==> src/rtl/uart_text_pkg.sv <==
// Shared constants, parser state type and ASCII helpers for the UART text bus.
package uart_text_pkg;

   localparam logic [7:0] CH_CR  = 8'h0d;
   localparam logic [7:0] CH_LF  = 8'h0a;
   localparam logic [7:0] CH_SP  = 8'h20;
   localparam logic [7:0] CH_TAB = 8'h09;
   localparam logic [7:0] CH_W   = 8'h77;
   localparam logic [7:0] CH_WU  = 8'h57;
   localparam logic [7:0] CH_R   = 8'h72;
   localparam logic [7:0] CH_RU  = 8'h52;

   typedef enum logic [2:0] {
      P_IDLE, P_CMD, P_SEP1, P_DATA, P_SEP2, P_ADDR, P_REPLY, P_ERR
   } pstate_e;

   // Clock cycles per serial bit, rounded to nearest.
   function automatic int clks_per_bit(input int clk_hz, input int baud);
      return (clk_hz + baud / 2) / baud;
   endfunction

   function automatic logic is_hex(input logic [7:0] c);
      return (c >= 8'h30 && c <= 8'h39) || (c >= 8'h41 && c <= 8'h46) ||
             (c >= 8'h61 && c <= 8'h66);
   endfunction

   // Letters share the low nibble pattern 1..6 for a..f and A..F.
   function automatic logic [3:0] asc2nib(input logic [7:0] c);
      return (c <= 8'h39) ? c[3:0] : (c[3:0] + 4'd9);
   endfunction

   function automatic logic [7:0] nib2asc(input logic [3:0] n);
      return (n < 4'd10) ? (8'h30 + {4'h0, n}) : (8'h57 + {4'h0, n});
   endfunction

endpackage

==> src/rtl/uart_txrx.sv <==
// 8N1 UART receive and transmit engines sharing one bit period setting.
module uart_txrx #(
   parameter int CPB = 347
) (
   input  logic       clk,
   input  logic       rst_n,
   input  logic       rx_i,
   output logic       tx_o,
   output logic       rx_valid_o,
   output logic [7:0] rx_data_o,
   input  logic       tx_start_i,
   input  logic [7:0] tx_data_i,
   output logic       tx_ready_o
);
   localparam int CW   = $clog2(CPB + 1);
   localparam int HALF = CPB / 2;

   typedef enum logic [1:0] {RX_IDLE, RX_START, RX_DATA, RX_STOP} rx_state_e;

   logic [1:0]    sync_q;
   logic          prev_q, line;
   rx_state_e     rx_st_q, rx_st_d;
   logic [CW-1:0] rx_cnt_q, rx_cnt_d;
   logic [2:0]    rx_bit_q, rx_bit_d;
   logic [7:0]    rx_sh_q, rx_sh_d;
   logic          rx_vld_q, rx_vld_d;

   logic          tx_busy_q, tx_busy_d;
   logic [CW-1:0] tx_cnt_q, tx_cnt_d;
   logic [3:0]    tx_bit_q, tx_bit_d;
   logic [9:0]    tx_sh_q, tx_sh_d;
   logic          frame_end;

   assign line       = sync_q[1];
   assign rx_valid_o = rx_vld_q;
   assign rx_data_o  = rx_sh_q;
   assign frame_end  = tx_busy_q && (tx_bit_q == 4'd9) && (tx_cnt_q == CW'(CPB - 1));
   assign tx_ready_o = !tx_busy_q || frame_end;
   assign tx_o       = tx_busy_q ? tx_sh_q[0] : 1'b1;

   // Receiver: edge detect, half-bit start confirm, mid-bit sampling, stop check.
   always_comb begin
      rx_st_d  = rx_st_q;
      rx_cnt_d = rx_cnt_q + CW'(1);
      rx_bit_d = rx_bit_q;
      rx_sh_d  = rx_sh_q;
      rx_vld_d = 1'b0;
      case (rx_st_q)
         RX_IDLE: begin
            rx_cnt_d = '0;
            if (prev_q && !line) rx_st_d = RX_START;
         end
         RX_START: if (rx_cnt_q == CW'(HALF - 1)) begin
            rx_cnt_d = '0;
            rx_bit_d = '0;
            rx_st_d  = line ? RX_IDLE : RX_DATA;
         end
         RX_DATA: if (rx_cnt_q == CW'(CPB - 1)) begin
            rx_cnt_d = '0;
            rx_sh_d  = {line, rx_sh_q[7:1]};
            rx_bit_d = rx_bit_q + 3'd1;
            if (rx_bit_q == 3'd7) rx_st_d = RX_STOP;
         end
         default: if (rx_cnt_q == CW'(CPB - 1)) begin
            rx_st_d  = RX_IDLE;
            rx_vld_d = line;
         end
      endcase
   end

   // Transmitter: shift a 10-bit frame; a new frame may load on the last stop cycle.
   always_comb begin
      tx_busy_d = tx_busy_q;
      tx_cnt_d  = tx_cnt_q;
      tx_bit_d  = tx_bit_q;
      tx_sh_d   = tx_sh_q;
      if (tx_busy_q) begin
         tx_cnt_d = tx_cnt_q + CW'(1);
         if (tx_cnt_q == CW'(CPB - 1)) begin
            tx_cnt_d = '0;
            tx_sh_d  = {1'b1, tx_sh_q[9:1]};
            tx_bit_d = tx_bit_q + 4'd1;
            if (tx_bit_q == 4'd9) tx_busy_d = 1'b0;
         end
      end
      if (tx_start_i && tx_ready_o) begin
         tx_busy_d = 1'b1;
         tx_cnt_d  = '0;
         tx_bit_d  = '0;
         tx_sh_d   = {1'b1, tx_data_i, 1'b0};
      end
   end

   // State registers for both engines and the input synchronizer.
   always_ff @(posedge clk or negedge rst_n) begin
      if (!rst_n) begin
         sync_q    <= 2'b11;
         prev_q    <= 1'b1;
         rx_st_q   <= RX_IDLE;
         rx_cnt_q  <= '0;
         rx_bit_q  <= '0;
         rx_sh_q   <= '0;
         rx_vld_q  <= 1'b0;
         tx_busy_q <= 1'b0;
         tx_cnt_q  <= '0;
         tx_bit_q  <= '0;
         tx_sh_q   <= '1;
      end else begin
         sync_q    <= {sync_q[0], rx_i};
         prev_q    <= line;
         rx_st_q   <= rx_st_d;
         rx_cnt_q  <= rx_cnt_d;
         rx_bit_q  <= rx_bit_d;
         rx_sh_q   <= rx_sh_d;
         rx_vld_q  <= rx_vld_d;
         tx_busy_q <= tx_busy_d;
         tx_cnt_q  <= tx_cnt_d;
         tx_bit_q  <= tx_bit_d;
         tx_sh_q   <= tx_sh_d;
      end
   end

endmodule

==> src/rtl/uart_text_bus_top.sv <==
// Text command parser and byte register file behind a UART.
module uart_text_bus_top #(
   parameter int CLK_HZ = 40000000,
   parameter int BAUD   = 115200,
   parameter int AW     = 8
) (
   input  logic clk,
   input  logic rst,
   input  logic ser_in,
   output logic ser_out
);
   import uart_text_pkg::*;

   localparam int CPB = clks_per_bit(CLK_HZ, BAUD);

   logic          rx_valid, tx_start, tx_ready;
   logic [7:0]    rx_data, tx_data;
   logic          is_sep, is_cr, hex;
   logic [3:0]    nib;

   pstate_e       st_q, st_d;
   logic          wr_q, wr_d, we_q, we_d;
   logic [7:0]    data_q, data_d, rep_byte_q, rep_byte_d;
   logic [AW-1:0] addr_q, addr_d;
   logic [2:0]    rep_cnt_q, rep_cnt_d;
   logic [7:0]    mem_q [2**AW];

   uart_txrx #(.CPB(CPB)) u_txrx (
      .clk(clk), .rst_n(rst), .rx_i(ser_in), .tx_o(ser_out),
      .rx_valid_o(rx_valid), .rx_data_o(rx_data),
      .tx_start_i(tx_start), .tx_data_i(tx_data), .tx_ready_o(tx_ready)
   );

   assign is_sep   = (rx_data == CH_SP) || (rx_data == CH_TAB);
   assign is_cr    = (rx_data == CH_CR);
   assign hex      = is_hex(rx_data);
   assign nib      = asc2nib(rx_data);
   assign tx_start = (rep_cnt_q != 3'd0);

   // Reply byte selection: hex high, hex low, CR, LF.
   always_comb begin
      case (rep_cnt_q)
         3'd4:    tx_data = nib2asc(rep_byte_q[7:4]);
         3'd3:    tx_data = nib2asc(rep_byte_q[3:0]);
         3'd2:    tx_data = CH_CR;
         default: tx_data = CH_LF;
      endcase
   end

   // Parser next state; REPLY waits only while a previous reply is still queued.
   always_comb begin
      st_d       = st_q;
      wr_d       = wr_q;
      data_d     = data_q;
      addr_d     = addr_q;
      we_d       = 1'b0;
      rep_cnt_d  = rep_cnt_q;
      rep_byte_d = rep_byte_q;
      if (tx_start && tx_ready) rep_cnt_d = rep_cnt_q - 3'd1;
      if (st_q == P_REPLY) begin
         if (rep_cnt_q == 3'd0) begin
            rep_byte_d = mem_q[addr_q];
            rep_cnt_d  = 3'd4;
            st_d       = P_IDLE;
         end
      end else if (rx_valid) begin
         case (st_q)
            P_IDLE:
               if (rx_data == CH_W || rx_data == CH_WU) begin
                  wr_d = 1'b1; st_d = P_CMD;
               end else if (rx_data == CH_R || rx_data == CH_RU) begin
                  wr_d = 1'b0; st_d = P_CMD;
               end else if (!is_cr && rx_data != CH_LF) st_d = P_ERR;
            P_CMD:
               if (is_sep) st_d = P_SEP1;
               else st_d = is_cr ? P_IDLE : P_ERR;
            P_SEP1:
               if (is_sep) st_d = P_SEP1;
               else if (hex && wr_q) begin
                  data_d = {4'h0, nib}; st_d = P_DATA;
               end else if (hex) begin
                  addr_d = AW'(nib); st_d = P_ADDR;
               end else st_d = is_cr ? P_IDLE : P_ERR;
            P_DATA:
               if (hex) data_d = {data_q[3:0], nib};
               else if (is_sep) st_d = P_SEP2;
               else st_d = is_cr ? P_IDLE : P_ERR;
            P_SEP2:
               if (is_sep) st_d = P_SEP2;
               else if (hex) begin
                  addr_d = AW'(nib); st_d = P_ADDR;
               end else st_d = is_cr ? P_IDLE : P_ERR;
            P_ADDR:
               if (hex) addr_d = AW'({addr_q, nib});
               else if (is_cr && wr_q) begin
                  we_d = 1'b1; st_d = P_IDLE;
               end else st_d = is_cr ? P_REPLY : P_ERR;
            P_ERR:
               if (is_cr) st_d = P_IDLE;
            default: st_d = P_IDLE;
         endcase
      end
   end

   // Parser and reply registers.
   always_ff @(posedge clk or negedge rst) begin
      if (!rst) begin
         st_q       <= P_IDLE;
         wr_q       <= 1'b0;
         we_q       <= 1'b0;
         data_q     <= '0;
         addr_q     <= '0;
         rep_cnt_q  <= '0;
         rep_byte_q <= '0;
      end else begin
         st_q       <= st_d;
         wr_q       <= wr_d;
         we_q       <= we_d;
         data_q     <= data_d;
         addr_q     <= addr_d;
         rep_cnt_q  <= rep_cnt_d;
         rep_byte_q <= rep_byte_d;
      end
   end

   // Register file, written one cycle after a write command's CR.
   always_ff @(posedge clk or negedge rst) begin
      if (!rst) begin
         for (int i = 0; i < 2**AW; i++) mem_q[i] <= 8'h00;
      end else if (we_q) begin
         mem_q[addr_q] <= data_q;
      end
   end

endmodule

==> config.mk <==
export PLATFORM = sky130hd
export DESIGN_NAME = uart_text_bus_top
export DESIGN_NICKNAME = d
export VERILOG_FILES = /design/src/rtl/uart_text_pkg.sv /design/src/rtl/uart_txrx.sv /design/src/rtl/uart_text_bus_top.sv
export SDC_FILE = /design/constraint.sdc
export NUM_CORES = 2
export LEC_CHECK = 0
export CAP_MARGIN = 0
export CORE_UTILIZATION = 25
export DETAILED_ROUTE_END_ITERATION = 10
export GPL_TIMING_DRIVEN = 0
export PLACE_DENSITY = 0.48
export SKIP_LAST_GASP = 1
export SLEW_MARGIN = 30
export SYNTH_ARGS = -nofsm -noshare
export SYNTH_HDL_FRONTEND = slang
export SYNTH_SLANG_ARGS = --single-unit
export TNS_END_PERCENT = 50
==> constraint.sdc <==
create_clock -name clk -period 4 [get_ports clk]
set_input_delay 0.8 -clock clk [delete_from_list [all_inputs] [get_ports clk]]
set_output_delay 0.8 -clock clk [all_outputs]
set_load 0.05 [all_outputs]
==> impl_metrics.yaml <==
sta:
  fmax_mhz: 233
  relSlewSlack: 0.169
  setup_slack_ns: -0.299
  tightest_slew_ns: 1.25
  setup_viol: 484
  slew_violations: 0
  hold_ws_ns: 0.270
  min_period_ns: 4.30
  finalHoldViolCount: 0
  clock_skew_ns: 0.0711
  period_share: 1.07
  rsz0062_at_grt: "true"
global_route:
  first_global_vias: 64600
  antenna_found_initial: 39
  grt_max_degree: 132
  grt_pass1_wl_um: 569000
  grtUsageTotal: 0.210
  grt_overflow_total: 0
power:
  p_total_uw: 45700
  power.leakage_uw: 0.0519
  vdd_drop_max_uv: 383
  power_density_nw_per_um2: 395
yosys:
  synth_edf_count: 0
  synthCells: 6376
  syn_area_um2: 97900
  synth.avg_cell_area_um2: 15.4
  synth_warnings: 0
  synth_nets: 6399
  synthArstFlopShare: 1.00
  ys_seq_area_frac: 0.544
  ys_types: 70
  ys.flop_type: "dfrtp_1"
  ys_ff_latch: 2129
finish:
  fin_util: 0.297
  final-instance-count-excl-fill: 12100
  layout-drive-gt1-share: 0.515
  final_area_um2: 116000
  fill_cells: 38600
  syn2layout_area_growth_pct: 18.2
  nets: 6723
job:
  drv_cap: 0
worst_setup_path:
  worstSetupPathType: "register to register"
  start_kind: "register"
  r2r_setup_slack_ns: -0.30
  rr_startpoint: "addr_q[2]$_DFFE_PN0P_"
  crit_path_end_kind: "register"
  arrival_ns: 5.14
  worstSetupEndpoint: "rep_byte_q[1]$_DFFE_PN0P_"
  required_ns: 4.84
  reg2reg_to: "rep_byte_q[1]$_DFFE_PN0P_"
  crit_start: "addr_q[2]$_DFFE_PN0P_"
  crit_fanout: 10
  r2r_cells: 9
clock_network:
  cts_tree: "done"
  clk_pin_slew_ns: 0.06
  insertion_delay_ns: 0.95
  cts_buffers: 243
  clock-root-buffer: "clkbuf_16"
  cts.sinks: 2129
  h-tree-depth: 4
  cts_buffer_depth: 4
outcome:
  status: "finished with violations"
  violations: "setup timing"
drt:
  postRouteAntennaNets: 0
  wl_um: 417000
  drtIter0Drc: 6198
  first_pass_iters: 8
  drc: 0
  post_drt_wl_per_cell_um: 34.4
  vias: 62700
  routed_via_density: 5.17
floorplan:
  die_area_um2: 394000
  initial_utilization: 0.251
  ios: 4
  fp.dieH_um: 628
  die_w_um: 628
  row_count: 229
  core_um2: 389000
placed_design:
  gp_congestion: 0.977
  port-buffer-count: 3
  dpl.hpwl_um: 299000
  placed_cells_incl_taps: 11600
  placed_area_um2: 106000
hold_path:
  min_path_type: "primary input to register"
[area by class of cell]
type	instances	area [µm²]	share of cell area
Timing Repair Buffer	79	1800	0.0155
Multi-Input combinational cell	3758	43200	0.373
Tap cell	5197	6500	0.0562
Clock buffer	349	7110	0.0615
Antenna cell	20	50.0	0.000433
Clock inverter	102	1230	0.0106
Sequential cell	2129	53300	0.461
Buffer	466	2460	0.0212
Inverter	23	88.8	0.000768
[registers in the layout (all words and copies together), names as in the netlist]
signal,flops
u_txrx.rx_valid_o,1
rep_byte_q,8
u_txrx.tx_sh_q,9
we_q,1
u_txrx.prev_q,1
u_txrx.sync_q,2
u_txrx.tx_cnt_q,9
u_txrx.rx_cnt_q,9
u_txrx.tx_bit_q,4
rep_cnt_q,3
st_q,3
data_q,8
addr_q,8
u_txrx.rx_bit_q,3
wr_q,1
mem_q,2048
u_txrx.rx_st_q,2
u_txrx.tx_busy_q,1
u_txrx.rx_data_o,8
[critical path, cell delays in order, from the launching register on]
cell	delay [ns]
dfrtp_1	0.42
clkbuf_2	0.30
nor2b_1	0.17
clkbuf_1	0.75
clkbuf_1	0.91
a21oi_1	0.14
o211ai_1	0.69
a221oi_1	0.27
a31oi_1	0.38
a31o_1	0.18
[metal layers]
| metal | track usage | share of wire |
|---|---|---|
| met5 | 0 | 0.00022 |
| met4 | 0.124 | 0.070 |
| met3 | 0.0563 | 0.080 |
| met2 | 0.313 | 0.44 |
| met1 | 0.273 | 0.41 |
[cell usage after synthesis, types with 14 or more instances]
cell type     n  area, µm²
a22oi_1      58        435
nand3_1      69        345
buf_2       101        505
o21ai_0      77        385
o22ai_1      31        194
nor2_1      133        499
nand2_1     182        683
nor2_2      137        857
o211ai_1     14        105
mux2i_1     139       1390
buf_1        41        154
mux4_2      530      11900
dfrtp_1    2117      53000
nor2b_1      15       93.8
inv_1        21       78.8
clkbuf_1    294       1100
ha_1         20        250
buf_4        18        135
a21oi_1      45        225
mux2_2     2073      23300
nand4_1      14       87.6
nor3_1       20        100
nand2b_1     16        100
a22o_1       16        140
[placed cells by master, fill, tap and decap left out, types with 62 or more instances in the layout]
cell and count:
o21ai_0 69, clkinv_2 62, mux2i_1 129, clkbuf_1 283
dfrtp_1 2117, nor2_4 87, nor2_2 95, nor2_1 89
nand2_1 171, clkbuf_16 247, mux4_2 530, buf_2 65
nand3_1 65, mux2_2 2073
[cells by family (layout without fill, tap and decap cells)]
| group | after synthesis | in the layout | share of synthesized area |
|---|---|---|---|
| adders and majority gates | 20 | 20 | 0.00256 |
| muxes | 2742 | 2742 | 0.375 |
| and+or+nand+nor | 644 | 644 | 0.0323 |
| buffers and inverters | 489 | 1019 | 0.0217 |
| AOI/OAI and AO/OA | 334 | 334 | 0.0228 |
| DFF | 2129 | 2129 | 0.544 |
| other | 0 | 20 | 0 |
| xor gates and xnor gates | 18 | 18 | 0.00161 |
[worst min-delay path by stage]
| stage | startpoint | end | cells after the start | slack [ns] |
|---|---|---|---|---|
| CTS | ser_in | u_txrx.sync_q[0]$_DFF_PN1_ | 1 | 0.21 |
| global placement | u_txrx.sync_q[0]$_DFF_PN1_ | u_txrx.sync_q[1]$_DFF_PN1_ | 0 | 0.35 |
| finish | ser_in | u_txrx.sync_q[0]$_DFF_PN1_ | 1 | 0.27 |
| floorplan | u_txrx.sync_q[0]$_DFF_PN1_ | u_txrx.sync_q[1]$_DFF_PN1_ | 0 | 0.35 |
| global route | ser_in | u_txrx.sync_q[0]$_DFF_PN1_ | 1 | 0.27 |
| detailed placement | u_txrx.sync_q[0]$_DFF_PN1_ | u_txrx.sync_q[1]$_DFF_PN1_ | 0 | 0.35 |
[power by group]
group | switching (µW) | total, µW | internal [µW] | leakage [µW]
clock | 9670 | 23500 | 13900 | 0.00416
sequential | 33.0 | 21600 | 21600 | 0.0297
combinational | 483 | 573 | 90.4 | 0.0180
[metrics by stage]
step / TNS (ns) / setup WS, ns
global route: -8.09 / -0.156
CTS: -11.02 / -0.124
floorplan: 0 / 1.49
global placement: - / -94.34
finish: -49.03 / -0.299
detailed placement: -809.69 / -1.36
[timing repair]
action                                   CTS  global route
hold buffers                               1             0
setup buffers                              3             0
hold endpoints to repair                  75             0
resized for setup                        194            32
pin swaps                                  2             0
endpoints found under the setup margin  1454           350
(Power assumes the default switching activity.)
